### config.mk
export PLATFORM = sky130hd
export DESIGN_NAME = vedic_dot_acc_flat
export DESIGN_NICKNAME = d
export VERILOG_FILES = /design/src/rtl/vedic_dot_acc_if.sv /design/src/rtl/vedic_dot_acc.sv /design/src/flat_wrapper.sv
export SDC_FILE = /design/constraint.sdc
export NUM_CORES = 1
export LEC_CHECK = 0
export CAP_MARGIN = 10
export CELL_PAD_IN_SITES_DETAIL_PLACEMENT = 1
export CELL_PAD_IN_SITES_GLOBAL_PLACEMENT = 2
export CORE_UTILIZATION = 32
export DETAILED_ROUTE_END_ITERATION = 8
export PLACE_DENSITY_LB_ADDON = 0.1
export SLEW_MARGIN = 30
export SYNTH_ARGS = -nofsm -noshare
export SYNTH_HDL_FRONTEND = slang
export SYNTH_SLANG_ARGS = --single-unit
export TNS_END_PERCENT = 5
### constraint.sdc
create_clock -name clk -period 5.8 [get_ports clk]
set_clock_uncertainty 0.05 [all_clocks]
set_input_delay 1.74 -clock clk [delete_from_list [all_inputs] [get_ports clk]]
set_output_delay 1.74 -clock clk [all_outputs]
set_load 0.03 [all_outputs]
### src/rtl/vedic_dot_acc_if.sv
// Stream/result bundle for vedic_dot_acc.
// Handshake rule for both streams: a transfer happens on a rising clk edge
// where valid and ready are both high; the producer holds valid and data
// stable until that edge, and ready never depends combinationally on valid.
// The master modport drives the job and product stream and takes the result.
// The slave modport is the accumulator side.
interface vedic_dot_acc_if #(
    parameter int WIDTH     = 8,
    parameter int ACC_WIDTH = 24,
    parameter int LEN_WIDTH = 8
);
    logic                 start;
    logic [LEN_WIDTH-1:0] len;
    logic                 s_valid;
    logic                 s_ready;
    logic [2*WIDTH-1:0]   s_product;
    logic                 m_valid;
    logic                 m_ready;
    logic [ACC_WIDTH-1:0] m_result;
    logic                 overflow;
    logic                 busy;

    modport master (
        output start, len, s_valid, s_product, m_ready,
        input  s_ready, m_valid, m_result, overflow, busy
    );

    modport slave (
        input  start, len, s_valid, s_product, m_ready,
        output s_ready, m_valid, m_result, overflow, busy
    );
endinterface

### src/rtl/vedic_dot_acc.sv
// vedic_dot_acc: accumulates a job of LEN unsigned products from the
// multiplier stream into one dot-product result, then offers the result on
// a valid/ready output.
// Optional feature macro: DOT_ACC_SATURATE_EN -- when defined, the
// accumulator clamps to all-ones on overflow for the rest of the job;
// when undefined, it wraps. overflow is set the same way in both builds.
// dbg_state exposes the FSM state (0=IDLE, 1=ACCUM, 2=DONE).
module vedic_dot_acc #(
    parameter int WIDTH     = 8,
    parameter int ACC_WIDTH = 24,
    parameter int LEN_WIDTH = 8
) (
    input  logic                clk,
    input  logic                rst,
    vedic_dot_acc_if.slave      bus,
    output logic [1:0]          dbg_state
);

    typedef enum logic [1:0] {
        IDLE  = 2'd0,
        ACCUM = 2'd1,
        DONE  = 2'd2
    } state_t;

    state_t               state;
    logic [ACC_WIDTH-1:0] acc;
    logic [LEN_WIDTH-1:0] cnt;
    logic                 ovf;
    logic                 s_ready_r;
    logic                 m_valid_r;
    logic                 busy_r;

    logic [ACC_WIDTH:0]   sum;
    logic [ACC_WIDTH-1:0] next_acc;
    logic                 beat;

    // Sum one bit wider than the accumulator so the carry-out is visible.
    always_comb begin
        sum      = {1'b0, acc} + {{(ACC_WIDTH + 1 - 2*WIDTH){1'b0}}, bus.s_product};
        next_acc = sum[ACC_WIDTH-1:0];
`ifdef DOT_ACC_SATURATE_EN
        // Once clamped, stay clamped until the job ends.
        if (sum[ACC_WIDTH] || ovf) begin
            next_acc = {ACC_WIDTH{1'b1}};
        end
`endif
    end

    assign beat = bus.s_valid && s_ready_r;

    // Job FSM; the handshake outputs are registered alongside the state.
    always_ff @(posedge clk or posedge rst) begin
        if (rst) begin
            state     <= IDLE;
            acc       <= '0;
            cnt       <= '0;
            ovf       <= 1'b0;
            s_ready_r <= 1'b0;
            m_valid_r <= 1'b0;
            busy_r    <= 1'b0;
        end else begin
            case (state)
                IDLE: begin
                    if (bus.start) begin
                        acc    <= '0;
                        ovf    <= 1'b0;
                        busy_r <= 1'b1;
                        if (bus.len != '0) begin
                            cnt       <= bus.len;
                            state     <= ACCUM;
                            s_ready_r <= 1'b1;
                        end else begin
                            // Empty job: result 0 offered immediately.
                            state     <= DONE;
                            m_valid_r <= 1'b1;
                        end
                    end
                end
                ACCUM: begin
                    if (beat) begin
                        acc <= next_acc;
                        cnt <= cnt - LEN_WIDTH'(1);
                        if (sum[ACC_WIDTH]) begin
                            ovf <= 1'b1;
                        end
                        if (cnt == LEN_WIDTH'(1)) begin
                            state     <= DONE;
                            s_ready_r <= 1'b0;
                            m_valid_r <= 1'b1;
                        end
                    end
                end
                DONE: begin
                    if (bus.m_ready) begin
                        state     <= IDLE;
                        m_valid_r <= 1'b0;
                        busy_r    <= 1'b0;
                    end
                end
                default: begin
                    state     <= IDLE;
                    s_ready_r <= 1'b0;
                    m_valid_r <= 1'b0;
                    busy_r    <= 1'b0;
                end
            endcase
        end
    end

    assign bus.s_ready  = s_ready_r;
    assign bus.m_valid  = m_valid_r;
    assign bus.m_result = acc;
    assign bus.overflow = ovf;
    assign bus.busy     = busy_r;
    assign dbg_state    = state;

endmodule

### src/flat_wrapper.sv
// flat-port wrapper written by rule: the top's interface ports become plain ports
module vedic_dot_acc_flat 
#(
    parameter int WIDTH     = 8,
    parameter int ACC_WIDTH = 24,
    parameter int LEN_WIDTH = 8
)
  (clk, rst, dbg_state, bus_start, bus_len, bus_s_valid, bus_s_product, bus_m_ready, bus_s_ready, bus_m_valid, bus_m_result, bus_overflow, bus_busy);
  vedic_dot_acc_if #(.WIDTH(WIDTH), .ACC_WIDTH(ACC_WIDTH), .LEN_WIDTH(LEN_WIDTH)) bus_i ();
  input  logic clk;
  input  logic rst;
  output logic [1:0] dbg_state;
  input wire logic [$bits(bus_i.start)-1:0] bus_start;
  input wire logic [$bits(bus_i.len)-1:0] bus_len;
  input wire logic [$bits(bus_i.s_valid)-1:0] bus_s_valid;
  input wire logic [$bits(bus_i.s_product)-1:0] bus_s_product;
  input wire logic [$bits(bus_i.m_ready)-1:0] bus_m_ready;
  output wire logic [$bits(bus_i.s_ready)-1:0] bus_s_ready;
  output wire logic [$bits(bus_i.m_valid)-1:0] bus_m_valid;
  output wire logic [$bits(bus_i.m_result)-1:0] bus_m_result;
  output wire logic [$bits(bus_i.overflow)-1:0] bus_overflow;
  output wire logic [$bits(bus_i.busy)-1:0] bus_busy;
  assign bus_i.start = bus_start;
  assign bus_i.len = bus_len;
  assign bus_i.s_valid = bus_s_valid;
  assign bus_i.s_product = bus_s_product;
  assign bus_i.m_ready = bus_m_ready;
  assign bus_s_ready = bus_i.s_ready;
  assign bus_m_valid = bus_i.m_valid;
  assign bus_m_result = bus_i.m_result;
  assign bus_overflow = bus_i.overflow;
  assign bus_busy = bus_i.busy;
  vedic_dot_acc #(.WIDTH(WIDTH), .ACC_WIDTH(ACC_WIDTH), .LEN_WIDTH(LEN_WIDTH)) u_core (.clk(clk), .rst(rst), .bus(bus_i), .dbg_state(dbg_state));
endmodule
* Word level (Yosys, flattened, before mapping)
Cells that the tools add are included.
** Storage, ports and cells
- Bits in registers :: 38
- Logic and storage cells :: 62
** Operators by class
- Add/sub/neg operators :: 2
- Eq/ne operators :: 10
- Muxes and demuxes :: 30
- Bitwise logic cells :: 2
- Reduce and logical (&&, ||, !) cells :: 11
** Operator list (number)
- 24-bit two-way mux :: 2
- 24-bit one-hot mux with 2 select lines :: 1
- 24-bit by 16-bit adder with 25-bit output :: 1
- 8-bit two-way mux :: 3
- 8-bit one-hot mux with 2 select lines :: 1
- 1-bit two-way mux :: 13
- 4-bit AND reduction :: 3
- 2-bit two-way mux :: 5
- 5-bit AND reduction :: 2
- 1-bit one-hot mux with 3 select lines :: 3
- 8-bit by 1-bit equality test with 1-bit output, second input constant :: 1
- 2-bit by 1-bit inequality test with 1-bit output, second input constant :: 4
- 8-bit nonzero test :: 1
- 8-bit by 1-bit subtractor with 8-bit output, second input constant :: 1
- 2-bit inequality test, second input constant :: 3
- 2-bit one-hot mux with 3 select lines :: 1
- 3-bit AND reduction :: 2
- 2-bit by 1-bit equality test with 1-bit output, second input constant :: 1
- 2-bit equality test, second input constant :: 1
- 2-bit zero test :: 1
- 1-bit NOT :: 2
- 1-bit one-hot mux with 2 select lines :: 1
- 2-bit nonzero test :: 1
- 1-bit logical AND :: 1

* Depth between registers and ports, before layout
Gate-level depths: netlist of the first run.
- Depth in word-level cells :: 4
- Mapped depth :: 9
- Mapped depth without buffers :: 8

* Least setup slack after synthesis of the first run
OpenSTA, ideal clock, no wires.
- Kind :: in2reg
- Start :: input bus_s_product[0]
- End :: register u_core.acc[14], in the netlist u_core.bus.m_result[14]
- Library setup time :: 0.122 ns
- Arrival :: 3.497 ns
- Data required time :: 5.628 ns
- Setup slack :: 2.132 ns
- Stages :: 8
- Path buffers :: 0
- Cell sequence :: ha_1 fa_1 a21oi_1 o22ai_1 o21ai_1 a21oi_1 or3_1 a32o_1
** Between the ends
- Cells in the longest elaborated chain, start to end :: 3
** RTL lines
- from (decl) :: line flat_wrapper.sv:16 : input wire logic [$bits(bus_i.s_product)-1:0] bus_s_product;
- 24-bit by 16-bit adder with 25-bit output :: line vedic_dot_acc.sv:39 : sum = {1'b0, acc} + {{(ACC_WIDTH + 1 - 2*WIDTH){1'b0}}, bus.s_product};
- 24-bit two-way mux :: line vedic_dot_acc.sv:80 : if (beat) begin
- 24-bit one-hot mux with 2 select lines :: line vedic_dot_acc.sv:62 : case (state)
- to (signal assigned) :: line vedic_dot_acc.sv:81 : acc <= next_acc;
- to (decl) :: line vedic_dot_acc.sv:26 : logic [ACC_WIDTH-1:0] acc;
No other way between the ends. The select of a mux whose other input is x is not followed.
A chain may end at the register's enable or synchronous reset.

* Worst setup path after layout of the first run
Same ends and word-level chain as after synthesis.

==> results.toml, run 1 <==
[logic_synthesis]
synthArstFlopShare = 1.00
synth_top_area_share = 0.357
synth_area_mm2 = 0.00266
synth-edff-count = 0
synth.cells.most_frequent = "nand2_1, dfrtp_1, a21oi_1"
ys.flop_type = "dfrtp_1"
synthTopCellsByArea = "dfrtp_1, ha_1, nand2_1"
ys_warn_count = 0
synth_cells = 307
ys_ff_latch = 38
yosysSeqAreaShare = 0.357
yosysTopAreaCell = "dfrtp_1"
syn_nets = 355
synth.most_common_cell = "nand2_1"
ys_types = 52
synth.avg_cell_area_um2 = 8.67

[sta]
min_period_ns = 4.03
hold_violations = 0
slew_violations = 0
max_freq_ghz = 0.248
final.setup.tns_ns = 0
finalSetupViolations = 0
worstMarginPinSlew_ns = 0.843
relSlewSlack = 0.438
rsz0062_at_grt = "no"
period_share = 0.695

[clock_tree]
cts_buffers = 5
clock_sinks = 38
cts_hold_buf = 0
postCtsSetupRepairBufs = 0
cts_resized = 0
cts_htree_levels = 2
clkTransAtPathRegs_ns = 0.08
clk_latency_ns = 0.29
cts_tree = "yes"
cts_root_buffer = "clkbuf_8"
clk_path_buf_depth = 2

[critical_path]
rr_endpoint = "u_core.cnt[2]"
cp.arrival_ns = 4.17
critPathCapture = "u_core.bus.m_result[14]"
cp_max_fo = 6
reg2reg_depth = 6
r2r_slack_ns = 3.07
crit_type = "in -> reg"
cp-startpoint = "bus_s_product[0]"
crit_path_end_kind = "flip-flop"
r2r_start = "u_core.dbg_state[1]"
required_ns = 5.93
crit_path_start_kind = "input port"
crit_chain = "clkdlybuf4s50_1, ha_1, fa_1, a21oi_1, o22ai_1, o21ai_1, a21oi_1, or3_1, a32o_1"
cp_common_cell = "a21oi_1"
critPathSlowestCell = "clkdlybuf4s50_1"
cp_slowest_stage_delay_ns = 0.41

[final_layout]
drive_gt1_frac = 0.0468
antenna_cells = 0
finish.instance_area_mm2 = 0.00342
syn2layout_area_growth_pct = 28.5
fillers = 953
finalNetCount = 410

[min_path]
hold_path_depth = 2
hold_path.class = "reg -> reg"

[global_route]
grt_pass1_vias = 2570
antenna_found_initial = 0
grt_max_degree = 39
globalRoute.totalOverflow = 0
grt_use_total = 0.188
grt_pass1_wl_mm = 12.9

[route]
drcViolationCount = 0
postRouteAntennaNets = 0
avgViaCountPerCell = 5.45
dr.first_iter.drc_count = 84
vias = 2535
routed_wl_mm = 7.54
wire_per_inst_um = 16.2
drt_pass1_iterations = 4

[die]
die_x_um = 93.2
die_h_um = 93.2
core_area_mm2 = 0.00789
initial_core_util = 0.338
io_pins = 59
die-area_mm2 = 0.00869
rows = 32

[power]
ir_drop_uv = 90.1
power.density_mw_per_mm2 = 155
p_leak_uw = 0.00154

[placed_design]
gp_congestion = 0.812
placed_cell_area_mm2 = 0.00333
dp_hpwl_mm = 5.66
portBuffers = 58

[outcome]
status = "completed"

[flow_run]
maxCapViolCount = 0
[registers in the layout, indices dropped and copies added (netlist names)]
register and count:
u_core.cnt 8, u_core.bus.overflow 1, u_core.dbg_state 2, u_core.bus.s_ready 1
u_core.bus.m_result 24, u_core.bus.m_valid 1, u_core.bus.busy 1
[kinds of logic after synthesis]
kind of cell / count (synthesis) / share of synthesized area
AND/OR/NAND/NOR: 116 / 0.216
flip-flops: 38 / 0.357
multiplexers: 8 / 0.0301
adder cells (fa/ha/maj): 19 / 0.0921
AO/OA/AOI/OAI: 100 / 0.248
buffers and inverters: 18 / 0.0310
XOR/XNOR: 8 / 0.0263
[worst min-delay path by stage]
stage,startpoint,to,slack (ns)
after CTS,u_core.bus.busy,u_core.bus.busy,0.45
after global routing,u_core.bus.busy,u_core.bus.busy,0.48
final,u_core.bus.busy,u_core.bus.busy,0.45
after global placement,u_core.bus.m_valid,u_core.bus.m_valid,0.42
after detailed placement,u_core.bus.busy,u_core.bus.busy,0.42
after floorplan,u_core.cnt[7],u_core.cnt[7],0.41
[critical path, delay by kind of cell]
kind / cells / cell delay, ns
AO/OA/AOI/OAI: 5 / 1.00
AND/OR/NAND/NOR: 1 / 0.38
buffers and inverters: 1 / 0.41
adder cells (fa/ha/maj): 2 / 0.62
[cell type report]
class                           instances  area (um^2)  share of cell area
Clock buffer                            6         82.6              0.0241
Clock inverter                          2         12.5             0.00366
Inverter                                6         22.5             0.00658
Multi-Input combinational cell        251         1630               0.476
Sequential cell                        38          951               0.278
Tap cell                              102          128              0.0373
Timing Repair Buffer                   60          596               0.174
[through the flow]
step | power (uW) | util | setup WS, ns | hold WS (ns) | std cells
global placement | 335 | 0.422 | 1.55 | 0.419 | 457
floorplan | 303 | - | 2.13 | 0.406 | 307
finish | 530 | 0.434 | 1.77 | 0.446 | 465
global route | 553 | 0.434 | 1.57 | 0.481 | 465
detailed placement | 335 | 0.422 | 1.46 | 0.422 | 457
CTS | 539 | 0.434 | 1.76 | 0.451 | 465
[layout by cell type (no fill, tap or decap), types with 3 or more instances in the layout]
cell type / Yosys / layout
nand3_1: 8 / 8
a32o_1: 3 / 3
inv_1: 6 / 6
dfrtp_1: 38 / 38
nor2_1: 17 / 17
o31ai_1: 3 / 3
xnor2_1: 5 / 5
a31oi_1: 3 / 3
xor2_1: 3 / 3
o21a_1: 4 / 4
o2111ai_1: 3 / 3
nor3_1: 12 / 12
clkbuf_8: 0 / 6
nand2b_1: 4 / 4
and3_1: 6 / 6
clkdlybuf4s50_1: 0 / 58
a211oi_1: 3 / 3
nand2_1: 41 / 41
o21ai_0: 23 / 23
a21o_1: 9 / 9
a21oi_1: 24 / 24
ha_1: 18 / 18
mux2i_1: 8 / 8
o2bb2ai_1: 3 / 3
or3_1: 5 / 5
nor4_1: 4 / 4
nor2b_1: 4 / 4
o211ai_1: 6 / 6
nand4_1: 3 / 3
[where the power goes]
part | switching, uW | internal [uW] | total (uW)
logic | 31.5 | 30.9 | 62.4
registers | 0.983 | 266 | 267
clock network | 105 | 95.8 | 200
[metal layers]
layer,share of wire,routed length [um],global-route usage
met5,0,0,0
met4,0.012,91,0.0487
met3,0.033,246,0.0293
met2,0.47,3540,0.304
met1,0.49,3670,0.261
No activity file was read; power rests on OpenSTA's default activity.
==> run 2, diff against run 1 <==
--- a/config.mk
+++ b/config.mk
@@ -8,7 +8,7 @@
 export CAP_MARGIN = 10
 export CELL_PAD_IN_SITES_DETAIL_PLACEMENT = 1
 export CELL_PAD_IN_SITES_GLOBAL_PLACEMENT = 2
-export CORE_UTILIZATION = 32
+export CORE_UTILIZATION = 27
 export DETAILED_ROUTE_END_ITERATION = 8
 export PLACE_DENSITY_LB_ADDON = 0.1
 export SLEW_MARGIN = 30
==> constraint.sdc (replaced) <==
create_clock -name clk -period 3.3 [get_ports clk]
set_clock_uncertainty 0.05 [all_clocks]
set_input_delay 0.99 -clock clk [delete_from_list [all_inputs] [get_ports clk]]
set_output_delay 0.99 -clock clk [all_outputs]
set_load 0.03 [all_outputs]
==> results.toml, run 2 (synthesis results as in run 1) <==
[final_layout]
final_cell_mix = "clkdlybuf4s50_1, nand2_1, dfrtp_1"
finish.instance_area_mm2 = 0.00359
syn2layout_area_growth_pct = 34.7
drive_gt1_frac = 0.0892
mostFrequentLayoutCell = "clkdlybuf4s50_1"
fillers = 1121
antenna_cells = 0
finalNetCount = 428
multi_input_area_mm2 = 0.00163
seq_area_um2 = 951
stdcell_count = 510
largest_reg_flops = 24

[global_route]
grt_pass1_wl_mm = 13.5
globalRoute.totalOverflow = 0
grt_max_degree = 39
grt_pass1_vias = 2728
grt_use_total = 0.170
antenna_found_initial = 0

[sta]
worstMarginPinSlew_ns = 0.645
finalSetupViolations = 0
rsz0062_at_grt = "no"
final.setup.tns_ns = 0
period_share = 0.941
max_freq_ghz = 0.322
hold_violations = 0
min_period_ns = 3.11
slew_violations = 0
fin_ws_ns = 0.193
relSlewSlack = 0.566

[critical_path]
required_ns = 3.44
cp.arrival_ns = 3.25
cp_max_fo = 3
reg2reg_depth = 8
crit_type = "in -> reg"
crit_path_end_kind = "flip-flop"
crit_path_start_kind = "input port"

[die]
rows = 35
io_pins = 59
initial_core_util = 0.283
die-area_mm2 = 0.0103
core_area_mm2 = 0.00942
die_x_um = 101
die_h_um = 101

[power]
power_uw = 936
ir_drop_uv = 125
power.density_mw_per_mm2 = 261
p_leak_uw = 0.00163

[clock_tree]
clk_path_buf_depth = 2
cts_htree_levels = 2
cts_root_buffer = "clkbuf_8"
clock_sinks = 38
clk_latency_ns = 0.29
cts_hold_buf = 0
clkTransAtPathRegs_ns = 0.08
cts_tree = "yes"
cts_buffers = 5
cts_resized = 0
postCtsSetupRepairBufs = 0

[route]
dr_wl_met2_mm = 3.81
dr.first_iter.drc_count = 64
drt_pass1_iterations = 4
routed_wl_mm = 8.06
met3_length_um = 203
postRouteAntennaNets = 0
drcViolationCount = 0
wl_met1_mm = 3.94
routed.top_layer = "met4"
wire_per_inst_um = 15.8
avgViaCountPerCell = 5.05
vias = 2577

[placed_design]
gp_congestion = 0.758
dp_slack_ns = -0.139
portBuffers = 58
placed_cell_area_mm2 = 0.00349
dp.cells = 502
dp_hpwl_mm = 6.14

[outcome]
status = "completed"

[min_path]
hold_path.class = "reg -> reg"
hold_path_depth = 1

[flow_run]
maxCapViolCount = 0
[run 2: cell types whose count changed in the layout (fill, tap and decap cells not counted)]
cell        before  now
clkbuf_1         0    1
clkinvlp_4       1    0
buf_4            2   20
[run 2: metrics by stage]
stage	util	hold slack [ns]
after CTS	0.381	0.441
after global routing	0.381	0.467
after floorplan	-	0.406
after global placement	0.371	0.420
after detailed placement	0.371	0.419
final	0.381	0.435
[run 2: routing by layer]
metal	GRT usage	vias to the layer above
met5	0	-
met4	0.0513	0
met3	0.0255	10
met2	0.289	46
met1	0.222	1242
li1	-	1279
[run 2: power by group]
part	switching [uW]	internal [uW]	total [uW]
Combinational	56.7	58.7	115
Clock	181	169	351
Sequential	1.86	468	470
Total	240	696	936
[run 2: area by class of cell]
cell class                 instances  share of cell area
sequential                        38               0.265
tap                              129              0.0450
clock buffer                       7              0.0241
timing repair buffer              78               0.204
clock inverter                     1             0.00140
multi-input combinational        251               0.454
inverter                           6             0.00628
[run 2: worst max-delay path: stages]
cell,delay [ns]
clkdlybuf4s50_1,0.44
ha_1,0.22
fa_1,0.39
a21oi_1,0.19
o22ai_1,0.12
o21ai_1,0.18
a21oi_1,0.11
or3_1,0.35
a32o_1,0.25
[run 2: final timing paths]
| kind | startpoint | to | slack (ns) |
|---|---|---|---|
| max | bus_s_product[0] | u_core.bus.m_result[14] | 0.19 |
| min | u_core.bus.m_valid | u_core.bus.m_valid | 0.44 |
| max reg2reg | u_core.bus.m_result[0] | u_core.bus.m_result[14] | 0.89 |
| min reg2reg | u_core.bus.m_valid | u_core.bus.m_valid | 0.44 |
| max in group asynchronous | rst | u_core.bus.m_result[21] | 1.76 |
| min in group asynchronous | rst | u_core.cnt[4] | 1.08 |
==> variant: new RTL, config.mk and constraints of run 1 <==
`WIDTH` is set to 8 in 3 places; all go to 10.
--- a/src/rtl/vedic_dot_acc_if.sv
+++ b/src/rtl/vedic_dot_acc_if.sv
@@ -5,7 +5,7 @@
 // The master modport drives the job and product stream and takes the result.
 // The slave modport is the accumulator side.
 interface vedic_dot_acc_if #(
-    parameter int WIDTH     = 8,
+    parameter int WIDTH     = 10,
     parameter int ACC_WIDTH = 24,
     parameter int LEN_WIDTH = 8
 );
--- a/src/rtl/vedic_dot_acc.sv
+++ b/src/rtl/vedic_dot_acc.sv
@@ -6,7 +6,7 @@
 // when undefined, it wraps. overflow is set the same way in both builds.
 // dbg_state exposes the FSM state (0=IDLE, 1=ACCUM, 2=DONE).
 module vedic_dot_acc #(
-    parameter int WIDTH     = 8,
+    parameter int WIDTH     = 10,
     parameter int ACC_WIDTH = 24,
     parameter int LEN_WIDTH = 8
 ) (
--- a/src/flat_wrapper.sv
+++ b/src/flat_wrapper.sv
@@ -1,7 +1,7 @@
 // flat-port wrapper written by rule: the top's interface ports become plain ports
 module vedic_dot_acc_flat 
 #(
-    parameter int WIDTH     = 8,
+    parameter int WIDTH     = 10,
     parameter int ACC_WIDTH = 24,
     parameter int LEN_WIDTH = 8
 )
Ports: changed (resized bus_s_product); port bits go from 59 to 63. No check against the original RTL was run, so the function may have changed too.
==> variant against run 1 <==
Critical path depth stayed put. Non-clock buffer count grew 4. Power fell by 4.9%. Setup slack lost 0.35 ns. Global-route usage rose by 0.37 points. Area after synthesis increased by 3.4%. Routed wire length rose by 7.4%. Sequential cell count did not move. Final area is 3.7% higher. Critical endpoint is now u_core.bus.m_result[18].
==> variant: results (changes against run 1) <==
| Metric | Value |
|---|---|
| CTS Buffer Depth | 2 (unchanged) |
| Drt pass-1 iters | 4 (unchanged) |
| Share of post-route cells with drive strength above 1 | 4.51% (-0.17 points) |
| Cell family with most CP delay | compound AO/OA/AOI/OAI gates |
| Post-cts sizing count | 0 (unchanged) |
| Inverters, non-clock | 6 (unchanged) |
| Maximum fanout along the worst path | 4 (-2) |
| Post-CTS setup buffer count | 0 (unchanged) |
| Post-DP HPWL | 6100 um (+7.8%) |
| Setup violators final | 0 (unchanged) |
| Antenna cells | 0 (unchanged) |
| Buffering overhead | 17.9% (+0.51 points) |
| Synth warnings | 0 (unchanged) |
| Pin count of the biggest net entering global routing | 39 (unchanged) |
| Crit path arrival time | 4.57 ns (+0.40 ns) |
| Port-buffer cells | 62 (+6.9%) |
| Status | finished, final reports clean |
| CP max stage delay | 0.44 ns (+0.03 ns) |
| Sequential-to-total area share from yosys stat | 34.5% (-1.2 points) |
| Multi-input gates | 262 (+4.4%) |
| Antenna violations before repair | 0 (unchanged) |
| Root Buffer | clkbuf_8 |
| Largest cells by area after synthesis | dfrtp_1 35%, ha_1 10%, nand2_1 5.5% |
| Drt via density | 5.53 (+1.5%) |
| Reg clk slew, reported paths | 0.08 ns (about the same) |
| Fin nets | 433 (+5.6%) |
| Pre-CTS WS | 1.17 ns (-0.292 ns) |
| Vias in the first global route | 2,713 (+5.6%) |
| Leak | 1.57 nW (+2.3%) |
| Routability cong. | 0.773 (-4.9%) |
| Slowest cell on the critical path | clkdlybuf4s50_1 |
| Nonclk buf count | 64 (+6.7%) |
| Filler cells | 994 (+4.3%) |
| Async SR Flop Fraction | 100% (unchanged) |
| H-Tree Depth | 2 (unchanged) |
| Mapped Nets | 374 (+5.4%) |
| Worst-Skew Late Latency | 0.29 ns (about the same) |
| Min-Delay Path Class | flip-flop to flip-flop |
| Top cells by count, synth | 40 x nand2_1, 38 x dfrtp_1, 22 x a21oi_1, 22 x ha_1, 20 x o21ai_1 |
| VDD IR max | 0.0752 mV (-17%) |
| Total Routing Usage GR | 19.2% (+0.37 points) |
| TritonCTS buffer count | 5 (unchanged) |
| First-pass GRT wire length | 13,300 um (+2.8%) |
| Area occupied by multi-input gates | 0.00173 mm^2 (+6.0%) |
| Clk tree area frac | 2.22% (-0.56 points) |
| Synth unique cells | 53 (+1.9%) |
| Max FFs per register | 24 (unchanged) |
| Worst slew pin tran | 0.672 ns (-0.170 ns) |
| Initial DRC Count | 94 (+12%) |
| CTS sink cnt | 38 (unchanged) |
| Drt wl/cell | 16.8 um (+3.6%) |
| Register Area | 951 um^2 (unchanged) |
-- variant: cell count changes after synthesis, moves of 4 or more --
cell,run 1,this run
buf_2,4,0
clkbuf_1,5,10
ha_1,18,22
mux2i_1,8,4
nor3_1,12,5
o21ai_0,23,15
o21ai_1,2,20
-- variant: worst paths after layout --
| check | from | to | slack [ns] | cells after the start |
|---|---|---|---|---|
| worst min-delay path | u_core.bus.busy | u_core.bus.busy | 0.44 | 2 |
| worst max register to register | u_core.bus.m_result[0] | u_core.bus.m_result[18] | 2.87 | 8 |
| worst min register to register | u_core.bus.busy | u_core.bus.busy | 0.44 | 2 |
| worst max-delay path | bus_s_product[0] | u_core.bus.m_result[18] | 1.41 | 9 |
| min in group asynchronous | rst | u_core.cnt[5] | 1.82 | 3 |
| max in group asynchronous | rst | u_core.bus.m_result[20] | 3.52 | 3 |
-- variant: cell families (layout without fill, tap and decap cells) --
family | Yosys count | count (layout) | synth area share [%]
and+or+nand+nor | 110 | 110 | 19.9
AOI/OAI and AO/OA | 111 | 111 | 26.0
muxes | 4 | 4 | 1.45
buffers and inverters | 18 | 77 | 2.86
adders and majority gates | 23 | 23 | 10.7
DFF | 38 | 38 | 34.5
xor gates and xnor gates | 14 | 14 | 4.45
-- variant: stage by stage --
step                instances  instance area [um^2]
floorplan                 318                  2750
global placement          475                  3460
detailed placement        475                  3460
CTS                       482                  3540
global route              482                  3550
finish                    482                  3550
-- variant: per-layer routing --
metal	track usage, %	part of all wire [%]	vias to the layer above
met2	34.0	47	58
met4	5.18	1.4	0
met5	0	0	-
met1	24.2	47	1300
met3	2.58	4.1	10
li1	-	-	1298
-- variant: power breakdown --
part / switching, mW / internal [mW]
clock network: 0.100 / 0.0809
registers: 0 / 0.265
logic: 0.0280 / 0.0303
total: 0.128 / 0.376
